===== config.mk =====
export PLATFORM = sky130hd
export DESIGN_NAME = nibble_serial_addsub_flat
export DESIGN_NICKNAME = d
export VERILOG_FILES = /design/src/rtl/nibble_serial_addsub_if.sv /design/src/rtl/nibble_serial_addsub.sv /design/src/flat_wrapper.sv
export SDC_FILE = /design/constraint.sdc
export NUM_CORES = 1
export LEC_CHECK = 0
export CORE_MARGIN = 4
export CORE_UTILIZATION = 36
export CTS_BUF_LIST = sky130_fd_sc_hd__clkbuf_4
export CTS_CLUSTER_SIZE = 12
export DETAILED_ROUTE_END_ITERATION = 8
export DONT_BUFFER_PORTS = 1
export PLACE_DENSITY = 0.49
export SLEW_MARGIN = 10
export SYNTH_ARGS = -nofsm -noshare
export SYNTH_HDL_FRONTEND = slang
export SYNTH_SLANG_ARGS = --single-unit

===== constraint.sdc =====
create_clock -name clk -period 3.9 [get_ports clk]
set_clock_uncertainty 0.2 [all_clocks]
set_input_delay 0.585 -clock clk [delete_from_list [all_inputs] [get_ports clk]]
set_output_delay 0.585 -clock clk [all_outputs]
set_load 0.01 [all_outputs]

===== src/rtl/nibble_serial_addsub_if.sv =====
// Request/response bundle for the nibble-serial add/subtract unit.
// The master drives the operation request; the slave (the unit) returns status, result and flags.
interface nibble_serial_addsub_if;
  logic        start;
  logic [1:0]  op;
  logic [15:0] a;
  logic [15:0] b;
  logic        busy;
  logic        done;
  logic [15:0] result;
  logic        flag_z;
  logic        flag_v;
  logic        flag_n;

  modport master (output start, op, a, b,
                  input  busy, done, result, flag_z, flag_v, flag_n);
  modport slave  (input  start, op, a, b,
                  output busy, done, result, flag_z, flag_v, flag_n);
endinterface


===== src/rtl/nibble_serial_addsub.sv =====
// 16-bit ADD/SUB/PADDSB computed one nibble per clock through a single 4-bit CLA slice.
// Whole-word saturation for ADD/SUB, per-nibble saturation for PADDSB.
module nibble_serial_addsub (
  input  logic                          clk,
  input  logic                          rst_n,
  nibble_serial_addsub_if.slave         bus
);
  localparam logic [1:0] OP_ADD  = 2'b00;
  localparam logic [1:0] OP_SUB  = 2'b01;
  localparam logic [1:0] OP_PADD = 2'b10;
  localparam logic [1:0] OP_RSV  = 2'b11;

  typedef enum logic [1:0] {S_IDLE, S_RUN, S_DONE} state_e;

  state_e      state_q, state_d;
  logic [1:0]  nib_q, op_q;
  logic [15:0] a_q, b_q, wrk_q, res_q;
  logic        cy_q, z_q, v_q, n_q;

  logic        accept;
  logic [3:0]  base, a_n, b_n, g, p, sum, nib_out;
  logic [4:0]  c;
  logic        cin, ovf;
  logic [15:0] wrk_nx, final_w;

  assign accept = bus.start && (bus.op != OP_RSV) && (state_q != S_RUN);

  // Carry-lookahead slice on the current nibble
  assign base = {nib_q, 2'b00};
  assign a_n  = a_q[base +: 4];
  assign b_n  = b_q[base +: 4];
  assign g    = a_n & b_n;
  assign p    = a_n ^ b_n;
  assign cin  = (op_q == OP_PADD) ? 1'b0 :
                (nib_q == 2'd0)   ? (op_q == OP_SUB) : cy_q;

  assign c[0] = cin;
  assign c[1] = g[0] | (p[0] & cin);
  assign c[2] = g[1] | (p[1] & g[0]) | (p[1] & p[0] & cin);
  assign c[3] = g[2] | (p[2] & g[1]) | (p[2] & p[1] & g[0]) | (p[2] & p[1] & p[0] & cin);
  assign c[4] = g[3] | (p[3] & g[2]) | (p[3] & p[2] & g[1]) | (p[3] & p[2] & p[1] & g[0])
              | (p[3] & p[2] & p[1] & p[0] & cin);
  assign sum  = p ^ c[3:0];
  assign ovf  = c[4] ^ c[3];

  assign nib_out = ((op_q == OP_PADD) && ovf) ? (a_n[3] ? 4'b1000 : 4'b0111) : sum;

  always_comb begin
    wrk_nx = wrk_q;
    wrk_nx[base +: 4] = nib_out;
  end

  // ovf here is only meaningful as the final word overflow when nib_q == 3
  assign final_w = ((op_q != OP_PADD) && ovf) ? (a_q[15] ? 16'h8000 : 16'h7FFF) : wrk_nx;

  always_ff @(posedge clk or negedge rst_n) begin
    if (!rst_n) state_q <= S_IDLE;
    else        state_q <= state_d;
  end

  always_comb begin
    state_d = state_q;
    case (state_q)
      S_IDLE:  if (accept) state_d = S_RUN;
      S_RUN:   if (nib_q == 2'd3) state_d = S_DONE;
      S_DONE:  state_d = accept ? S_RUN : S_IDLE;
      default: state_d = S_IDLE;
    endcase
  end

  always_comb begin
    bus.busy = (state_q == S_RUN);
    bus.done = (state_q == S_DONE);
  end

  always_ff @(posedge clk or negedge rst_n) begin
    if (!rst_n) begin
      a_q <= '0; b_q <= '0; op_q <= OP_ADD; nib_q <= '0; cy_q <= 1'b0;
      wrk_q <= '0; res_q <= '0; z_q <= 1'b0; v_q <= 1'b0; n_q <= 1'b0;
    end else if (accept) begin
      a_q   <= bus.a;
      b_q   <= (bus.op == OP_SUB) ? ~bus.b : bus.b;
      op_q  <= bus.op;
      nib_q <= '0;
      cy_q  <= 1'b0;
    end else if (state_q == S_RUN) begin
      wrk_q <= wrk_nx;
      cy_q  <= c[4];
      nib_q <= nib_q + 2'd1;
      if (nib_q == 2'd3) begin
        res_q <= final_w;
        if (op_q != OP_PADD) begin
          z_q <= (final_w == 16'h0000);
          v_q <= ovf;
          n_q <= final_w[15];
        end
      end
    end
  end

  assign bus.result = res_q;
  assign bus.flag_z = z_q;
  assign bus.flag_v = v_q;
  assign bus.flag_n = n_q;
endmodule

===== src/flat_wrapper.sv =====
// flat-port wrapper written by rule: the top's interface ports become plain ports
module nibble_serial_addsub_flat 
  (clk, rst_n, bus_start, bus_op, bus_a, bus_b, bus_busy, bus_done, bus_result, bus_flag_z, bus_flag_v, bus_flag_n);
  nibble_serial_addsub_if bus_i ();
  input  logic clk;
  input  logic rst_n;
  input wire logic [$bits(bus_i.start)-1:0] bus_start;
  input wire logic [$bits(bus_i.op)-1:0] bus_op;
  input wire logic [$bits(bus_i.a)-1:0] bus_a;
  input wire logic [$bits(bus_i.b)-1:0] bus_b;
  output wire logic [$bits(bus_i.busy)-1:0] bus_busy;
  output wire logic [$bits(bus_i.done)-1:0] bus_done;
  output wire logic [$bits(bus_i.result)-1:0] bus_result;
  output wire logic [$bits(bus_i.flag_z)-1:0] bus_flag_z;
  output wire logic [$bits(bus_i.flag_v)-1:0] bus_flag_v;
  output wire logic [$bits(bus_i.flag_n)-1:0] bus_flag_n;
  assign bus_i.start = bus_start;
  assign bus_i.op = bus_op;
  assign bus_i.a = bus_a;
  assign bus_i.b = bus_b;
  assign bus_busy = bus_i.busy;
  assign bus_done = bus_i.done;
  assign bus_result = bus_i.result;
  assign bus_flag_z = bus_i.flag_z;
  assign bus_flag_v = bus_i.flag_v;
  assign bus_flag_n = bus_i.flag_n;
  nibble_serial_addsub u_core (.clk(clk), .rst_n(rst_n), .bus(bus_i));
endmodule

# --- Word level (Yosys, flattened, before mapping) ---
# Index checks and enable logic that the tools add are counted.
totals:
  regBits: 74
  in_bits: 37
  out_inout_bits: 21
  elab_cells: 88
op_classes:
  add_sub_neg: 2
  eq_ne: 11
  n_shift: 4
  mux: 16
  bitwise: 32
  n_reduce_logical: 12
ops:
  columns: ["operator", "n"]
  rows:
  - ["2-to-1 mux 16 bit", 3]
  - ["indexed part select 16 x 5 -> 4 bit", 2]
  - ["bitwise AND 1 bit", 16]
  - ["bitwise mux 16 bit", 1]
  - ["logical NOT 16 bit", 1]
  - ["NOT 16 bit", 1]
  - ["variable shift 4 x 6 -> 16 bit, first input constant", 1]
  - ["indexed part select 4 x 6 -> 16 bit", 1]
  - ["bitwise OR 1 bit", 10]
  - ["2-to-1 mux 2 bit", 4]
  - ["2-to-1 mux 4 bit", 2]
  - ["bitwise XOR 4 bit", 2]
  - ["== test 2 x 1 -> 1 bit, second input constant", 3]
  - ["== test 2 bit, second input constant", 3]
  - ["!= test 2 x 1 -> 1 bit, second input constant", 3]
  - ["negation 4 -> 6 bit", 1]
  - ["one-hot mux 2 bit (3 select lines)", 1]
  - ["2-to-1 mux 1 bit", 5]
  - ["bitwise AND 4 bit", 1]
  - ["logical AND 1 bit", 4]
  - ["logical NOT 2 bit", 2]
  - ["!= test 2 bit, second input constant", 2]
  - ["AND reduction 2 bit", 2]
  - ["AND reduction 4 bit", 1]
  - ["other kinds (5)", 5]

# --- Logic depth before layout (Yosys ltp) ---
logic_depth:
  word_depth: 14
  depth_mapped: 14
  mapped_depth_nobuf: 12

# --- Worst setup path after synthesis ---
# Ideal clock, no wire load.
synth_path:
  kind: "reg2reg"
  from: "register u_core.nib_q[0]"
  to: "register u_core.z_q (netlist: u_core.bus.flag_z)"
  arrival_time_ps: 3225
  required_time_ps: 3605
  path_slack_ps: 379
  path_stages_with_launch: 13
  path_buffers: 2
  cell_sequence: "dfrtp_1 -> buf_4 -> mux4_2 -> ha_1 -> a21o_1 -> a221oi_2 -> o21ai_2 -> o21ai_2 -> buf_6 -> a21oi_4 -> a2111oi_2 -> o2111ai_1 -> o31ai_1"
synth_between:
  elab_chain_cells: 14
  word_cells_on_any_way: 47
  cone_classes: "1 x add/sub; 1 x eq/ne; 4 x shift; 6 x mux; 30 x bitwise; 5 x reduce/logical"
synth_lines:
  columns: ["item", "line_no", "text"]
  rows:
  - ["start: declaration", "nibble_serial_addsub.sv:16", "logic [1:0] nib_q, op_q;"]
  - ["start signal: assignment", "nibble_serial_addsub.sv:89", "nib_q <= nib_q + 2'd1;"]
  - ["indexed part select 16 x 5 -> 4 bit, on equally long branches", "nibble_serial_addsub.sv:30, nibble_serial_addsub.sv:31", null]
  - ["bitwise XOR 4 bit / bitwise AND 4 bit (equally long branches)", "nibble_serial_addsub.sv:33, nibble_serial_addsub.sv:32", null]
  - ["bitwise AND 1 bit, on equally long branches", "nibble_serial_addsub.sv:41, nibble_serial_addsub.sv:42", null]
  - ["bitwise OR 1 bit (tied with other cells) (2 in a row)", "nibble_serial_addsub.sv:41", "assign c[4] = g[3] | (p[3] & g[2]) | (p[3] & p[2] & g[1]) | (p[3] & p[2] & p[1] & g[0])"]
  - ["bitwise OR 1 bit / bitwise AND 1 bit (equally long branches)", "nibble_serial_addsub.sv:41, nibble_serial_addsub.sv:42", null]
  - ["bitwise OR 1 bit", "nibble_serial_addsub.sv:42", "| (p[3] & p[2] & p[1] & p[0] & cin);"]
  - ["bitwise XOR 1 bit", "nibble_serial_addsub.sv:44", "assign ovf = c[4] ^ c[3];"]
  - ["logical AND 1 bit", "nibble_serial_addsub.sv:46", "assign nib_out = ((op_q == OP_PADD) && ovf) ? (a_n[3] ? 4'b1000 : 4'b0111) : sum;"]
  - ["2-to-1 mux 4 bit", "nibble_serial_addsub.sv:46", null]
  - ["indexed part select 4 x 6 -> 16 bit", "nibble_serial_addsub.sv:50", "wrk_nx[base +: 4] = nib_out;"]
  - ["bitwise mux 16 bit", "nibble_serial_addsub.sv:50", null]
  - ["2-to-1 mux 16 bit", "nibble_serial_addsub.sv:54", "assign final_w = ((op_q != OP_PADD) && ovf) ? (a_q[15] ? 16'h8000 : 16'h7FFF) : wrk_nx;"]
  - ["logical NOT 16 bit", "nibble_serial_addsub.sv:93", "z_q <= (final_w == 16'h0000);"]
  - ["end signal: assignment", "nibble_serial_addsub.sv:93", null]
  - ["end: declaration", "nibble_serial_addsub.sv:18", "logic cy_q, z_q, v_q, n_q;"]
# Several ways; a longest one is shown, not always the timed one.
# A chain may end at the register's enable or synchronous reset.

# --- Final worst setup path ---
# Same ends and word-level chain as after synthesis.

==> reports/metrics.cfg <==
[sta]
setup_tns_ns = 0
hold_viol_final = 0
final_max_slew_viol_count = 0
finalCritPeriodShare_pct = 94.8
worst_pin_slew_ns = 0.938
setup_violations = 0
max_freq_mhz = 270
rsz0062_at_grt = false
min_period_ns = 3.70
relSlewSlack_pct = 37.2
setup_slack_ns = 0.202

[clock_tree]
ctsRootBufferMaster = clkbuf_4
cts_tree = yes
clk_pin_slew_ns = 0.11
cts_made_buffers = 9
h-tree-depth = 3
cts.sinks = 74
cts_buffer_depth = 2
clk_latency_ns = 0.44

[setup_path]
critPathTopFamily = compound AO/OA/AOI/OAI gates
cp_slowest_stage_delay_ns = 0.53
cp_data_arrival_time_ns = 3.85
critical_path_class = flip-flop to flip-flop
cp-start-kind = flip-flop
critPathMaxFanout = 17
crit_buf_inv = 1
slowest_stage = mux4_2
crit_required_ns = 4.06
crit_path_end_kind = flip-flop
crit_chain = buf_12, mux4_2, ha_1, nor3b_2, a221oi_2, o21a_4, nand2_1, o311a_1, nor4_1, nand4_1, o31ai_1

[synth]
syn_inst = 384
synthArstFlopShare_pct = 100
synthFlopType = dfrtp_1
synth_largest_area_cell = dfrtp_1
ys_top_cells_by_area = dfrtp_1 (46%), mux2_2 (5.4%), nand2_1 (4.8%)
yosysUniqueCellTypes = 58
synth_top_area_share_pct = 46.4
synth_edf_count = 0
yosys_register_bits = 74
syn_nets = 431
synth.most_common_cell = dfrtp_1
yosys_warnings = 0
synth_common_cells = dfrtp_1 (74), nand2_1 (51), nor2_1 (33)
syn_avg_cell_area_um2 = 10.4
syn-cell-area_mm2 = 0.00400
yosysSeqAreaShare_pct = 46.4

[routing]
vias = 2876
antenna_left = 0
drtIter0Drc = 126
drc_errors = 0
detail_route.wl_per_cell_um = 18.4
dr.pass1.iters = 4
viasPerCell = 5.35
wirelength_mm = 9.90

[grt]
grt_max_degree = 75
antenna_found_initial = 0
grt.total_usage_pct = 16.6
grt_first_pass_wirelength_mm = 16.4
gr-total-overflow = 0
grt_pass1_vias = 3052

[floorplanning]
ios = 58
die_y_um = 113
dieWidth_um = 113
row_count = 38
die-area_mm2 = 0.0128
initial_utilization_pct = 36.9
core_area_mm2 = 0.0108

[run_status]
status = completed

[finish]
syn_to_final_growth_pct = 9.14
diodes = 0
nNetsFinal = 441
seqCellArea_mm2 = 0.00185
multi_input_area_mm2 = 0.00204
drive_above_1_share_pct = 20.6
fillers = 1092

[job]
timing.max_cap.violations = 0

[placement]
dp_hpwl_mm = 7.46
place_congestion = 0.892
numPortBuffers = 0
pre_cts_slack_ns = 0.0757

[worst_hold_path]
hold_class = input port to flip-flop

==> metal layers <==
| layer | share of wire, % | vias up | track usage (%) |
|---|---|---|---|
| met5 | 0 | - | 0 |
| met4 | 1.8 | 0 | 5.37 |
| met3 | 5.2 | 14 | 5.61 |
| met2 | 49 | 71 | 27.7 |
| met1 | 44 | 1393 | 20.1 |
| li1 | - | 1398 | - |
==> flip-flops by register name, summed over array words and instances, names as in the netlist, 2 cells and up <==
register,flops
u_core.op_q,2
u_core.wrk_q,16
u_core.bus.result,16
u_core.nib_q,2
u_core.b_q,16
u_core.a_q,16
u_core.state_q,2
==> final timing paths <==
check | from | endpoint | slack (ns) | depth (start not counted)
setup / recovery | u_core.nib_q[0] | u_core.bus.flag_z | 0.20 | 11
hold / removal | bus_op[0] | u_core.op_q[0] | 0.09 | 1
setup reg to reg | u_core.nib_q[0] | u_core.bus.flag_z | 0.20 | 11
hold reg to reg | u_core.wrk_q[2] | u_core.wrk_q[2] | 0.29 | 2
max in group asynchronous | rst_n | u_core.nib_q[1] | 2.65 | 2
min in group asynchronous | rst_n | u_core.bus.flag_z | 0.52 | 2
==> worst reg2reg max path: stages (launching register included) <==
cell      delay, ns
dfrtp_1        0.39
buf_12         0.17
mux4_2         0.53
ha_1           0.35
nor3b_2        0.19
a221oi_2       0.34
o21a_4         0.24
nand2_1        0.08
o311a_1        0.36
nor4_1         0.40
nand4_1        0.14
o31ai_1        0.20
==> area by class of cell <==
type | count | area share [%]
multi-input combinational | 281 | 46.7
sequential | 74 | 42.5
tap | 140 | 4.02
timing repair buffer | 15 | 3.39
clock buffer | 10 | 1.72
inverter | 13 | 1.12
clock inverter | 5 | 0.516
==> per-stage QoR <==
stage	instances	area (um^2)	hold slack (ns)	utilization, %
floorplan	384	4000	0.0894	-
global placement	521	4210	0.0913	38.8
detailed placement	521	4210	0.0911	38.8
CTS	538	4340	0.0408	40.0
global route	538	4360	0.0157	40.2
finish	538	4360	0.0854	40.2
==> placed cells by master (no fill, tap or decap), drive strengths merged, types with 2 or more instances in the layout <==
cell / n
and2b: 3
nand2: 51
o22a: 5
a21oi: 33
a2111oi: 2
nand3: 7
clkbuf: 10
and3: 2
dfrtp: 74
o211ai: 4
nand4: 2
nor2b: 7
clkinv: 5
o21a: 2
nor2: 33
nor3b: 2
ha: 9
a32oi: 3
o2111ai: 4
a31oi: 2
a211oi: 5
a21o: 4
mux2: 19
inv: 13
nand2b: 3
mux4: 8
a221oi: 3
nor4: 2
o22ai: 2
xnor2: 17
o31ai: 7
buf: 14
o21ai: 28
==> cell families (layout without fill, tap and decap cells) <==
family / Yosys count / count (layout) / synth area share, %
AOI/OAI and AO/OA: 111 / 111 / 19.7
xor gates and xnor gates: 18 / 18 / 3.95
adders and majority gates: 10 / 10 / 3.32
buffers and inverters: 29 / 43 / 3.35
DFF: 74 / 74 / 46.4
muxes: 28 / 28 / 10.1
and+or+nand+nor: 114 / 114 / 13.2
==> what timing repair did <==
item / 4_1_cts / 5_1_grt
hold endpoints to repair: 74 / 0
buffers inserted: 0 / 0
resized for setup: 0 / 4
endpoints found under the setup margin: 0 / 1
hold buffers: 2 / 0
Power is left out: the tool's default activity adds up to more than one toggle a clock period on the data nets, which glitch-free logic cannot reach.
